**src/rtl/uart_rx_gen2_if.sv**
```systemverilog
// uart_rx_gen2 consumer-side bundle: received word, valid/ready handshake
// and one-cycle status pulses.
interface uart_rx_gen2_if #(
  parameter int DATA_WIDTH = 8
);
  logic [DATA_WIDTH-1:0] P_DATA;
  logic                  data_valid;
  logic                  data_ready;
  logic                  PAR_ERR;
  logic                  STP_ERR;
  logic                  OVERRUN;
  logic                  BREAK;

  modport master (
    output P_DATA,
    output data_valid,
    input  data_ready,
    output PAR_ERR,
    output STP_ERR,
    output OVERRUN,
    output BREAK
  );

  modport slave (
    input  P_DATA,
    input  data_valid,
    output data_ready,
    input  PAR_ERR,
    input  STP_ERR,
    input  OVERRUN,
    input  BREAK
  );
endinterface

```
**src/rtl/uart_rx_gen2.sv**
```systemverilog
// Oversampling UART receiver: 2-of-3 vote, parity, 1/2 stop, holding reg.
// Define UART_RX_BREAK_EN to report all-zero frames on BREAK.
module uart_rx_gen2 #(
  parameter int DATA_WIDTH = 8,
  parameter int PRESC_W    = 6
) (
  input  logic               CLK,
  input  logic               RST,
  input  logic               RX_IN,
  input  logic [PRESC_W-1:0] PRESCALE,
  input  logic               PAR_EN,
  input  logic               PAR_TYP,
  input  logic               STOP2,
  output logic               BUSY,
  uart_rx_gen2_if.master     rx_if
);
  localparam int BW = $clog2(DATA_WIDTH);
  localparam logic [PRESC_W-1:0] ONE   = PRESC_W'(1);
  localparam logic [PRESC_W-1:0] EIGHT = PRESC_W'(8);
  localparam logic [BW-1:0] B1    = BW'(1);
  localparam logic [BW-1:0] LASTD = BW'(DATA_WIDTH - 1);

  typedef enum logic [2:0] {
    IDLE, START, DATA, PARITY, STOP, WAIT_HI
  } state_e;

  state_e state_q, state_d;
  logic [1:0] sync_q;
  logic [PRESC_W-1:0] cnt_q, cnt_d;
  logic [PRESC_W-1:0] p_q, p_d;
  logic [BW-1:0] bit_q, bit_d;
  logic pen_q, pen_d;
  logic ptyp_q, ptyp_d;
  logic stop2_q, stop2_d;
  logic s1_q, s1_d;
  logic s2_q, s2_d;
  logic [DATA_WIDTH-1:0] sh_q, sh_d;
  logic par_bad_q, par_bad_d;
  logic stp_bad_q, stp_bad_d;
  logic [DATA_WIDTH-1:0] data_q, data_d;
  logic dv_q, dv_d;
  logic perr_q, perr_d;
  logic serr_q, serr_d;
  logic ovr_q, ovr_d;
  logic brk_q, brk_d;

  logic rx_s;
  logic [PRESC_W-1:0] half;
  logic [PRESC_W-1:0] p_even;
  logic [PRESC_W-1:0] p_eff;
  logic vote;
  logic at_vote;
  logic stp_now;
  logic brk_hit;

  assign rx_s    = sync_q[1];
  assign half    = p_q >> 1;
  assign p_even  = PRESCALE & ~ONE;
  assign p_eff   = (p_even < EIGHT) ? EIGHT : p_even;
  assign vote    = (s1_q & s2_q) | (s1_q & rx_s)
                 | (s2_q & rx_s);
  assign at_vote = (cnt_q == half + ONE);
  assign stp_now = stp_bad_q | ~vote;

`ifdef UART_RX_BREAK_EN
  // Cleared by any 1 seen in a data or parity slot.
  logic zero_q;
  always_ff @(posedge CLK or posedge RST) begin
    if (RST)
      zero_q <= 1'b0;
    else if (state_q == IDLE)
      zero_q <= 1'b1;
    else if (at_vote && vote &&
             (state_q == DATA || state_q == PARITY))
      zero_q <= 1'b0;
  end
  assign brk_hit = zero_q & stp_now;
`else
  assign brk_hit = 1'b0;
`endif

  always_comb begin
    state_d   = state_q;
    cnt_d     = cnt_q;
    p_d       = p_q;
    bit_d     = bit_q;
    pen_d     = pen_q;
    ptyp_d    = ptyp_q;
    stop2_d   = stop2_q;
    s1_d      = s1_q;
    s2_d      = s2_q;
    sh_d      = sh_q;
    par_bad_d = par_bad_q;
    stp_bad_d = stp_bad_q;
    data_d    = data_q;
    dv_d      = dv_q & ~rx_if.data_ready;
    perr_d    = 1'b0;
    serr_d    = 1'b0;
    ovr_d     = 1'b0;
    brk_d     = 1'b0;
    if (state_q != IDLE && state_q != WAIT_HI) begin
      cnt_d = (cnt_q == p_q - ONE) ? '0 : cnt_q + ONE;
      if (cnt_q == half - ONE) s1_d = rx_s;
      if (cnt_q == half) s2_d = rx_s;
    end
    unique case (state_q)
      IDLE: begin
        cnt_d = '0;
        if (!rx_s) begin
          state_d   = START;
          cnt_d     = ONE;
          p_d       = p_eff;
          pen_d     = PAR_EN;
          ptyp_d    = PAR_TYP;
          stop2_d   = STOP2;
          bit_d     = '0;
          par_bad_d = 1'b0;
          stp_bad_d = 1'b0;
        end
      end
      START: begin
        if (at_vote) begin
          bit_d = '0;
          if (vote) begin
            state_d = IDLE;
            cnt_d   = '0;
          end else begin
            state_d = DATA;
          end
        end
      end
      DATA: begin
        if (at_vote) begin
          sh_d = {vote, sh_q[DATA_WIDTH-1:1]};
          if (bit_q == LASTD) begin
            bit_d   = '0;
            state_d = pen_q ? PARITY : STOP;
          end else begin
            bit_d = bit_q + B1;
          end
        end
      end
      PARITY: begin
        if (at_vote) begin
          par_bad_d = vote ^ (^sh_q) ^ ptyp_q;
          state_d   = STOP;
        end
      end
      STOP: begin
        if (at_vote) begin
          stp_bad_d = stp_now;
          if (bit_q == BW'(stop2_q)) begin
            cnt_d   = '0;
            state_d = (vote && !brk_hit) ? IDLE : WAIT_HI;
            if (brk_hit) begin
              brk_d = 1'b1;
            end else if (!par_bad_q && !stp_now) begin
              // Transfer in the same cycle frees the register.
              if (!dv_q || rx_if.data_ready) begin
                data_d = sh_q;
                dv_d   = 1'b1;
              end else begin
                ovr_d = 1'b1;
              end
            end else begin
              perr_d = par_bad_q;
              serr_d = stp_now;
            end
          end else begin
            bit_d = bit_q + B1;
          end
        end
      end
      WAIT_HI: begin
        cnt_d = '0;
        if (rx_s) state_d = IDLE;
      end
      default: state_d = IDLE;
    endcase
  end

  always_ff @(posedge CLK or posedge RST) begin
    if (RST) begin
      state_q   <= IDLE;
      sync_q    <= 2'b11;
      cnt_q     <= '0;
      p_q       <= EIGHT;
      bit_q     <= '0;
      pen_q     <= 1'b0;
      ptyp_q    <= 1'b0;
      stop2_q   <= 1'b0;
      s1_q      <= 1'b1;
      s2_q      <= 1'b1;
      sh_q      <= '0;
      par_bad_q <= 1'b0;
      stp_bad_q <= 1'b0;
      data_q    <= '0;
      dv_q      <= 1'b0;
      perr_q    <= 1'b0;
      serr_q    <= 1'b0;
      ovr_q     <= 1'b0;
      brk_q     <= 1'b0;
    end else begin
      state_q   <= state_d;
      sync_q    <= {sync_q[0], RX_IN};
      cnt_q     <= cnt_d;
      p_q       <= p_d;
      bit_q     <= bit_d;
      pen_q     <= pen_d;
      ptyp_q    <= ptyp_d;
      stop2_q   <= stop2_d;
      s1_q      <= s1_d;
      s2_q      <= s2_d;
      sh_q      <= sh_d;
      par_bad_q <= par_bad_d;
      stp_bad_q <= stp_bad_d;
      data_q    <= data_d;
      dv_q      <= dv_d;
      perr_q    <= perr_d;
      serr_q    <= serr_d;
      ovr_q     <= ovr_d;
      brk_q     <= brk_d;
    end
  end

  assign BUSY             = (state_q != IDLE);
  assign rx_if.P_DATA     = data_q;
  assign rx_if.data_valid = dv_q;
  assign rx_if.PAR_ERR    = perr_q;
  assign rx_if.STP_ERR    = serr_q;
  assign rx_if.OVERRUN    = ovr_q;
  assign rx_if.BREAK      = brk_q;
endmodule
```
**src/flat_wrapper.sv**
```systemverilog
// flat-port wrapper written by rule: the top's interface ports become plain ports
module uart_rx_gen2_flat 
#(
  parameter int DATA_WIDTH = 8,
  parameter int PRESC_W    = 6
)
  (CLK, RST, RX_IN, PRESCALE, PAR_EN, PAR_TYP, STOP2, BUSY, rx_if_P_DATA, rx_if_data_valid, rx_if_data_ready, rx_if_PAR_ERR, rx_if_STP_ERR, rx_if_OVERRUN, rx_if_BREAK);
  uart_rx_gen2_if #(.DATA_WIDTH(DATA_WIDTH)) rx_if_i ();
  input  logic CLK;
  input  logic RST;
  input  logic RX_IN;
  input  logic [PRESC_W-1:0] PRESCALE;
  input  logic PAR_EN;
  input  logic PAR_TYP;
  input  logic STOP2;
  output logic BUSY;
  output wire logic [$bits(rx_if_i.P_DATA)-1:0] rx_if_P_DATA;
  output wire logic [$bits(rx_if_i.data_valid)-1:0] rx_if_data_valid;
  input wire logic [$bits(rx_if_i.data_ready)-1:0] rx_if_data_ready;
  output wire logic [$bits(rx_if_i.PAR_ERR)-1:0] rx_if_PAR_ERR;
  output wire logic [$bits(rx_if_i.STP_ERR)-1:0] rx_if_STP_ERR;
  output wire logic [$bits(rx_if_i.OVERRUN)-1:0] rx_if_OVERRUN;
  output wire logic [$bits(rx_if_i.BREAK)-1:0] rx_if_BREAK;
  assign rx_if_P_DATA = rx_if_i.P_DATA;
  assign rx_if_data_valid = rx_if_i.data_valid;
  assign rx_if_i.data_ready = rx_if_data_ready;
  assign rx_if_PAR_ERR = rx_if_i.PAR_ERR;
  assign rx_if_STP_ERR = rx_if_i.STP_ERR;
  assign rx_if_OVERRUN = rx_if_i.OVERRUN;
  assign rx_if_BREAK = rx_if_i.BREAK;
  uart_rx_gen2 #(.DATA_WIDTH(DATA_WIDTH), .PRESC_W(PRESC_W)) u_core (.CLK(CLK), .RST(RST), .RX_IN(RX_IN), .PRESCALE(PRESCALE), .PAR_EN(PAR_EN), .PAR_TYP(PAR_TYP), .STOP2(STOP2), .BUSY(BUSY), .rx_if(rx_if_i));
endmodule
```
**config.mk**
```make
export PLATFORM = sky130hd
export DESIGN_NAME = uart_rx_gen2_flat
export DESIGN_NICKNAME = d
export VERILOG_FILES = /design/src/rtl/uart_rx_gen2_if.sv /design/src/rtl/uart_rx_gen2.sv /design/src/flat_wrapper.sv
export SDC_FILE = /design/constraint.sdc
export NUM_CORES = 1
export LEC_CHECK = 0
export CAP_MARGIN = 20
export CORE_ASPECT_RATIO = 1.5
export CORE_UTILIZATION = 45
export CTS_CLUSTER_DIAMETER = 150
export DETAILED_ROUTE_END_ITERATION = 6
export PLACE_DENSITY = 0.65
export SLEW_MARGIN = 10
export SYNTH_ARGS = -nofsm -noshare
export SYNTH_HDL_FRONTEND = slang
export SYNTH_SLANG_ARGS = --single-unit
```
**constraint.sdc**
```tcl
create_clock -name CLK -period 4.88 [get_ports CLK]
set_clock_uncertainty 0.1 [all_clocks]
set_input_delay 0.976 -clock CLK [delete_from_list [all_inputs] [get_ports CLK]]
set_output_delay 0.976 -clock CLK [all_outputs]
set_load 0.05 [all_outputs]
```
==> results.txt, run 1 <==
Status - complete, no violations
Routability congestion estimate - 0.869
Number of synthesized flops with an enable pin - 0
Initial antenna violation count - 0
Placed Area - 2930 um^2
Post-route ant nets - 0
Critical path arrival - 2.00 ns
# diodes - 0
Max Transition Viols Final - 0
Design area - 3030 um^2
CP startpoint kind - flip-flop
Via density - 5.62
Via count - 2,036
DR WL/cell - 15.1 um
Warnings, synthesis - 0
Syn Nets - 290
FP Rows - 34
Register area share after synthesis - 43.4%
CTS tree - built
Setup TNS - 0 ns
Tcrit/Tclk final - 63.1%
First-pass GRT wire length - 9410 um
Cts bufs inserted - 5
Die Span Y - 96.3 um
Number of global-route vias before repair - 1,984
Setup violations, final - 0
Gr usage total - 19.5%
Initial Utilization - 46.5%
CP peak stage delay - 0.80 ns
Post-DP HPWL - 4000 um
DR pass1 iterations - 4
Count of different cell masters after synthesis - 53
Synth Cell Area - 2670 um^2
Register clock-pin slew on the reported worst setup and hold paths - 0.09 ns
CP max FO - 13
Number of port buffers - 24
Slowest-stage cell, CP - clkdlybuf4s50_1
Ys flop type - dfrtp_1
CTS Hold Bufs - 0
Fin. Hold Viols - 0
Clock root cell - clkbuf_8
Die ar. - 6250 um^2
Die W - 64.9 um
Worst Tran Pin Value - 0.930 ns
Clk Latency, worst-skew pair - 0.30 ns
IO Pins - 27
Setup bufs post-CTS - 0
DRC viols - 0
Share of cells above drive strength 1 - 13.4%
Util after Layout - 52.8%
Crit Path Category - reg -> out
CP Cell Sequence - inv_1 -> nand2_1 -> clkdlybuf4s50_1
Initial detailed-routing violation count - 120
Core Area - 5740 um^2
Mean post-synth cell area - 9.81 um^2
Max cap viols - 0
Hold WC Path Type - reg -> reg
Max Buffers Root-to-Sink - 2
Min Tclk post-route - 3.08 ns
Synth top area cells - dfrtp_1, xnor2_1, dfstp_2, mux2_4, mux2_2
H-tree levels - 2
DRT Wirelength - 5460 um
Total grt overflow - 0
Fmax achieved - 325 MHz
Layout fillers - 524
Dominant cell type by area after synthesis - dfrtp_1
Cell Pwr Density - 525 nW/um^2
CP Capture Type - output pin
Mapped Cells - 272
Pleak - 1.34 nW
Slew headroom - 37.9%
Largest net degree at the start of global routing - 47
Peak VDD IR - 213 uV
PostCTS Resize Cnt - 0
Layout area overhead - 13.6%
Synth top area share - 38.4%
Yosys reg bits - 46
Post-synthesis async set-or-reset flop share - 100%
CTS Sinks - 46
Data required, critical path - 3.80 ns
Final nets - 307
RSZ-0062 raised after global routing - no
## cell families (layout without fill, tap and decap cells)
| group | after synthesis | after routing | share of synthesized area, % |
|---|---|---|---|
| multiplexers | 19 | 19 | 9.10 |
| AND/OR/NAND/NOR | 91 | 91 | 16.6 |
| other | 1 | 1 | 0.141 |
| buffers and inverters | 25 | 43 | 4.64 |
| AO/OA/AOI/OAI | 54 | 54 | 13.4 |
| XOR/XNOR | 31 | 31 | 10.5 |
| flip-flops | 46 | 46 | 43.4 |
| adder cells (fa/ha/maj) | 5 | 5 | 2.34 |
## synth_stat cells (all sizes together) (4+ instances only)
cell	number
clkbuf	6
mux2	18
nor4	4
dfstp	5
xor2	9
dfrtp	41
nand3	10
ha	5
nor3	8
xnor2	22
or3	7
o21ai	15
nand2	26
a21oi	13
nor2	20
inv	9
buf	9
## stage by stage
stage               total power (W)  cells  worst slack (ns)  hold WS [ns]
CTS                         0.00160    362              1.82         0.261
global placement            0.00132    354              1.88         0.246
global route                0.00173    362              1.57         0.266
finish                      0.00159    362              1.80         0.261
detailed placement          0.00134    354              1.82         0.248
floorplan                   0.00120    272              2.30         0.245
## final timing paths
path                                          to  cells after the start  slack (ns)              start
worst max register to register    u_core.sh_q[4]                      8        1.84      u_core.p_q[1]
worst max-delay path                        BUSY                      3        1.80  u_core.state_q[2]
worst min-delay path            u_core.sync_q[1]                      0        0.26   u_core.sync_q[0]
worst min register to register  u_core.sync_q[1]                      0        0.26   u_core.sync_q[0]
min in group asynchronous        u_core.cnt_q[1]                      2        1.10                RST
max in group asynchronous          u_core.p_q[2]                      2        3.00                RST
## worst max-delay path, delay by kind of cell, from the launching register on
kind                   cells  cell delay (ns)
and+or+nand+nor            1             0.12
buffers and inverters      2             0.99
DFF                        1             0.59
## sequential cells by signal (all words and copies together), names as in the netlist, 2 cells and up
register	flops
u_core.state_q	3
u_core.rx_if.P_DATA	8
u_core.bit_q	3
u_core.cnt_q	6
u_core.p_q	5
u_core.sync_q	2
u_core.sh_q	8
## layer usage
layer | GRT usage, % | share of wire [%] | routed length (um) | vias to the layer above
met5 | 0 | 0 | 0 | -
met4 | 7.22 | 1.6 | 88 | 0
met3 | 2.49 | 3.3 | 181 | 8
met2 | 35.5 | 55 | 2980 | 51
met1 | 23.2 | 40 | 2210 | 989
li1 | - | - | - | 988
## power by group
| group | internal, W | switching [W] |
|---|---|---|
| sequential | 0.000472 | 0.000160 |
| combinational | 0.000318 | 0.000385 |
| clock | 0.000130 | 0.000128 |
| total | 0.000920 | 0.000673 |
## layout by cell type (no fill, tap or decap), types with 9 or more instances in the layout
master           synthesis  final
a21oi_1                 13     13
nor2_1                  20     20
clkdlybuf4s50_1          0     24
mux2_2                  10     10
xor2_1                   9      9
nand3_1                 10     10
o21ai_0                 14     14
dfrtp_1                 41     41
nand2_1                 26     26
xnor2_1                 21     21
## layout make-up
class	count	area [um^2]	area share [%]
Sequential cell	46	1160	38.2
Timing Repair Buffer	25	248	8.17
Clock buffer	7	96.3	3.18
Inverter	10	37.5	1.24
Multi-Input combinational cell	201	1390	46.0
Tap cell	72	90.1	2.97
Clock inverter	1	8.76	0.289
Note: power is estimated with default switching activity, not from simulation.
==> run 2, diff against run 1 <==
==> constraint.sdc (replaced) <==
create_clock -name CLK -period 3.2 [get_ports CLK]
set_clock_uncertainty 0.1 [all_clocks]
set_input_delay 0.64 -clock CLK [delete_from_list [all_inputs] [get_ports CLK]]
set_output_delay 0.64 -clock CLK [all_outputs]
set_load 0.05 [all_outputs]
==> results.txt, run 2 (same netlist as run 1, synthesis figures left out) <==
CP max FO - 8
PostCTS Resize Cnt - 0
Setup TNS - 0 ns
Routability congestion estimate - 0.900
Reg power frac - 37.0%
Slew headroom - 57.9%
Layout area overhead - 16.3%
FP Rows - 34
Max cap viols - 0
Reg2Reg Depth - 8
Peak VDD IR - 360 uV
Status - complete, no violations
Tcrit/Tclk final - 93.6%
First-pass GRT wire length - 9450 um
Via count - 2,087
Reg-to-Reg End - u_core.sh_q[5]
Commonest non-fill, non-tap cell in the layout - dfrtp_1
Initial detailed-routing violation count - 124
Placed Area - 2990 um^2
Number of global-route vias before repair - 1,986
Final nets - 316
Max Buffers Root-to-Sink - 2
Fmax achieved - 334 MHz
Hold Crit Depth - 0
Worst r2r src - u_core.p_q[2]
Crit Path Category - reg -> reg
Number of port buffers - 24
Post-route ant nets - 0
Combinational power share - 46.1%
Register clock-pin slew on the reported worst setup and hold paths - 0.08 ns
R2r setup slk - 0.21 ns
Min Tclk post-route - 2.99 ns
Die W - 64.9 um
Pint - 0.00148 W
Core Area - 5740 um^2
Total grt overflow - 0
IO Pins - 27
DR WL/cell - 15.0 um
Setup bufs post-CTS - 0
H-tree levels - 2
Clock share of power - 17.0%
Pleak - 1.38 nW
CTS Sinks - 46
CP Capture Type - flip-flop
Setup violations, final - 0
Clock root cell - clkbuf_8
Hold Crit Start - u_core.sync_q[0]
Data required, critical path - 3.29 ns
Initial antenna violation count - 0
CP startpoint kind - flip-flop
Cell Pwr Density - 812 nW/um^2
Post-DP HPWL - 4090 um
Tot Pwr - 0.00252 W
Hold WC Path Type - reg -> reg
Fin. Hold Viols - 0
CTS Hold Bufs - 0
Clk Latency, worst-skew pair - 0.30 ns
Max Transition Viols Final - 0
Switching share of power - 41.3%
CTS tree - built
RSZ-0062 raised after global routing - no
Hold EP - u_core.sync_q[1]
DR pass1 iterations - 4
Gr usage total - 19.9%
Design area - 3100 um^2
Via density - 5.63
Initial Utilization - 46.5%
NetSw - 0.00104 W
DRT Wirelength - 5550 um
Largest net degree at the start of global routing - 26
Most frequent cells in the layout - dfrtp_1, nand2_1, clkdlybuf4s50_1
Critical path arrival - 3.08 ns
Die ar. - 6250 um^2
Crit path from - u_core.p_q[2]
Die Span Y - 96.3 um
DRC viols - 0
Worst Tran Pin Value - 0.627 ns
# diodes - 0
Cts bufs inserted - 5
Share of cells above drive strength 1 - 15.7%
==> run 2: layout make-up <==
class / instances / area (um^2)
clock buffers: 6 / 72.6
clock inverters: 2 / 37.5
fillers: 548 / 2640
inverters: 10 / 37.5
multi-input cells: 201 / 1390
flip-flops and latches: 46 / 1160
well taps: 72 / 90.1
repair buffers: 34 / 315
==> run 2: power by group through the flow <==
stage	Sequential (W)	Clock [W]	Combinational, W
floorplan	0.000812	0	0.00102
global placement	0.000934	0	0.00112
detailed placement	0.000943	0	0.00115
CTS	0.000931	0.000438	0.00116
global route	0.000958	0.000463	0.00130
finish	0.000932	0.000428	0.00116
==> run 2: worst max path at each step <==
| stage | cells past startpoint | to |
|---|---|---|
| finish | 8 | u_core.sh_q[5] |
| global route | 8 | u_core.sh_q[5] |
| CTS | 8 | u_core.sh_q[5] |
| detailed placement | 8 | u_core.sh_q[0] |
| global placement | 8 | u_core.sh_q[2] |
| floorplan | 9 | u_core.sh_q[0] |
==> run 2: worst max-delay path: stages, from the launching register on <==
cell and delay [ns]:
dfrtp_1 0.48, inv_1 0.09, ha_1 0.35, xnor2_1 0.21, nor2b_1 0.20, nand4_2 0.20
a21o_1 0.30, or3_1 0.59, mux2_4 0.37
==> run 2: routing by layer <==
layer,share of wire [%],track usage (%)
met1,41,24.5
met2,53,34.4
met3,3.8,2.84
met4,2.1,8.33
met5,0,0
==> run 2: through the flow <==
stage	hold slack, ns	utilization, %	setup WS [ns]	std cells
2_1_floorplan	0.245	-	0.624	272
3_3_place_gp	0.246	52.1	0.331	363
3_5_place_dp	0.248	52.1	0.254	363
4_1_cts	0.261	54.1	0.227	371
5_1_grt	0.262	54.1	0.0357	371
6_report	0.261	54.1	0.205	371
==> run 3, diff against run 2 <==
--- a/config.mk
+++ b/config.mk
@@ -9,7 +9,9 @@
 export CORE_ASPECT_RATIO = 1.5
 export CORE_UTILIZATION = 45
 export CTS_CLUSTER_DIAMETER = 150
+export CTS_CLUSTER_SIZE = 10
 export DETAILED_ROUTE_END_ITERATION = 6
+export GPL_TIMING_DRIVEN = 0
 export PLACE_DENSITY = 0.65
 export SLEW_MARGIN = 10
 export SYNTH_ARGS = -nofsm -noshare
==> results.txt, run 3 (same netlist as run 1, synthesis figures left out) <==
Status - complete, no violations
Reg2Reg Depth - 8
Switching share of power - 42.1%
Cell Pwr Density - 783 nW/um^2
Initial detailed-routing violation count - 75
IO Pins - 27
CP startpoint kind - flip-flop
Final nets - 322
Tcrit/Tclk final - 95.2%
Gr usage total - 19.5%
Die W - 64.9 um
CP Cell Sequence - inv_1 -> ha_1 -> xnor2_1 -> nor2b_1 -> nand4_2 -> a2111oi_0 -> nand2_1 -> mux2_2
Post-route ant nets - 0
Initial antenna violation count - 0
Post-DP HPWL - 4080 um
Combinational power share - 51.7%
RSZ-0062 raised after global routing - no
Max cap viols - 0
Clock root cell - clkbuf_8
Initial Utilization - 46.5%
Die Span Y - 96.3 um
Die ar. - 6250 um^2
CTS Hold Bufs - 0
Cts bufs inserted - 5
R2r setup slk - 0.15 ns
Max Transition Viols Final - 0
Via density - 5.47
Routability congestion estimate - 0.873
Setup slack after layout - 0.153 ns
CP peak stage delay - 0.60 ns
Commonest non-fill, non-tap cell in the layout - dfrtp_1
CP Capture Type - flip-flop
# diodes - 0
Peak VDD IR - 378 uV
Slew headroom - 52.9%
Slowest-stage cell, CP - a2111oi_0
Pint - 0.00141 W
Number of port buffers - 24
Critical path arrival - 3.13 ns
Register clock-pin slew on the reported worst setup and hold paths - 0.08 ns
Pleak - 1.38 nW
Number of global-route vias before repair - 2,094
Via count - 2,064
Clock share of power - 14.2%
Crit Path Category - reg -> reg
Reg-to-Reg End - u_core.rx_if.P_DATA[0]
Most frequent cells in the layout - dfrtp_1, nand2_1, clkdlybuf4s50_1
Data required, critical path - 3.29 ns
CP max FO - 8
DR WL/cell - 14.5 um
FP Rows - 34
Fin. Hold Viols - 0
First-pass GRT wire length - 9420 um
Layout fillers - 536
Hold WC Path Type - reg -> reg
CTS Sinks - 46
Hold Crit Start - u_core.sync_q[0]
Hold EP - u_core.sync_q[1]
DRC viols - 0
DR pass1 iterations - 4
Share of cells above drive strength 1 - 14.4%
Setup violations, final - 0
Layout area overhead - 16.3%
Largest net degree at the start of global routing - 33
Worst r2r src - u_core.p_q[1]
Fmax achieved - 328 MHz
DRT Wirelength - 5470 um
Setup TNS - 0 ns
NetSw - 0.00102 W
Reg power frac - 34.1%
Total grt overflow - 0
Min Tclk post-route - 3.05 ns
Setup bufs post-CTS - 0
Worst Tran Pin Value - 0.707 ns
DP Worst Slack - 0.0979 ns
Core Area - 5740 um^2
CTS tree - built
Max Buffers Root-to-Sink - 2
PostCTS Resize Cnt - 0
Clk Latency, worst-skew pair - 0.30 ns
H-tree levels - 2
Hold Crit Depth - 0
## run 3: critical path, delay by kind of cell (launching register included)
kind                     cells  cell delay (ns)
multiplexers                 1             0.37
adder cells (fa/ha/maj)      1             0.35
flip-flops                   1             0.48
AND/OR/NAND/NOR              3             0.77
XOR/XNOR                     1             0.18
buffers and inverters        1             0.10
AO/OA/AOI/OAI                1             0.60
## run 3: power groups by stage
stage	Clock, W	Combinational [W]	Sequential (W)
3_5_place_dp	0	0.00125	0.000843
3_3_place_gp	0	0.00124	0.000836
4_1_cts	0.000354	0.00126	0.000830
6_report	0.000345	0.00126	0.000828
2_1_floorplan	0	0.00102	0.000812
5_1_grt	0.000380	0.00142	0.000847
## run 3: area by class of cell
| type | count | area (um^2) | share of cell area (%) |
|---|---|---|---|
| clock buffer | 7 | 76.3 | 2.46 |
| inverter | 10 | 37.5 | 1.21 |
| buffer | 15 | 86.3 | 2.78 |
| timing repair buffer | 25 | 260 | 8.39 |
| clock inverter | 1 | 7.51 | 0.242 |
| tap | 72 | 90.1 | 2.90 |
| sequential | 46 | 1160 | 37.3 |
| multi-input combinational | 201 | 1390 | 44.7 |
## run 3: per-stage QoR
step | power (W) | instances | hold slack, ns | cell area, um^2 | utilization (%)
4_1_cts | 0.00244 | 377 | 0.261 | 3100 | 54.0
5_1_grt | 0.00265 | 377 | 0.262 | 3100 | 54.0
3_5_place_dp | 0.00210 | 369 | 0.248 | 3020 | 52.6
6_report | 0.00243 | 377 | 0.258 | 3100 | 54.0
3_3_place_gp | 0.00208 | 368 | 0.246 | 3000 | 52.2
2_1_floorplan | 0.00183 | 272 | 0.245 | 2670 | -
## run 3: per-layer routing
metal	vias up	share of wire [%]	track usage (%)	wire, um
met4	0	2.2	8.52	118
li1	1021	-	-	-
met5	-	0	0	0
met1	989	43	23.0	2350
met2	39	52	35.0	2870
met3	15	2.4	2.49	133
## run 3: worst max-delay path by stage
| stage | startpoint | end | slack, ns |
|---|---|---|---|
| final | u_core.p_q[1] | u_core.rx_if.P_DATA[0] | 0.15 |
| after floorplan | u_core.p_q[1] | u_core.sh_q[0] | 0.62 |
| after CTS | u_core.p_q[1] | u_core.rx_if.P_DATA[0] | 0.08 |
| after global placement | u_core.p_q[1] | u_core.rx_if.P_DATA[4] | 0.09 |
| after detailed placement | u_core.p_q[1] | u_core.rx_if.P_DATA[0] | 0.1 |
| after global routing | u_core.p_q[1] | u_core.rx_if.P_DATA[6] | 0.02 |
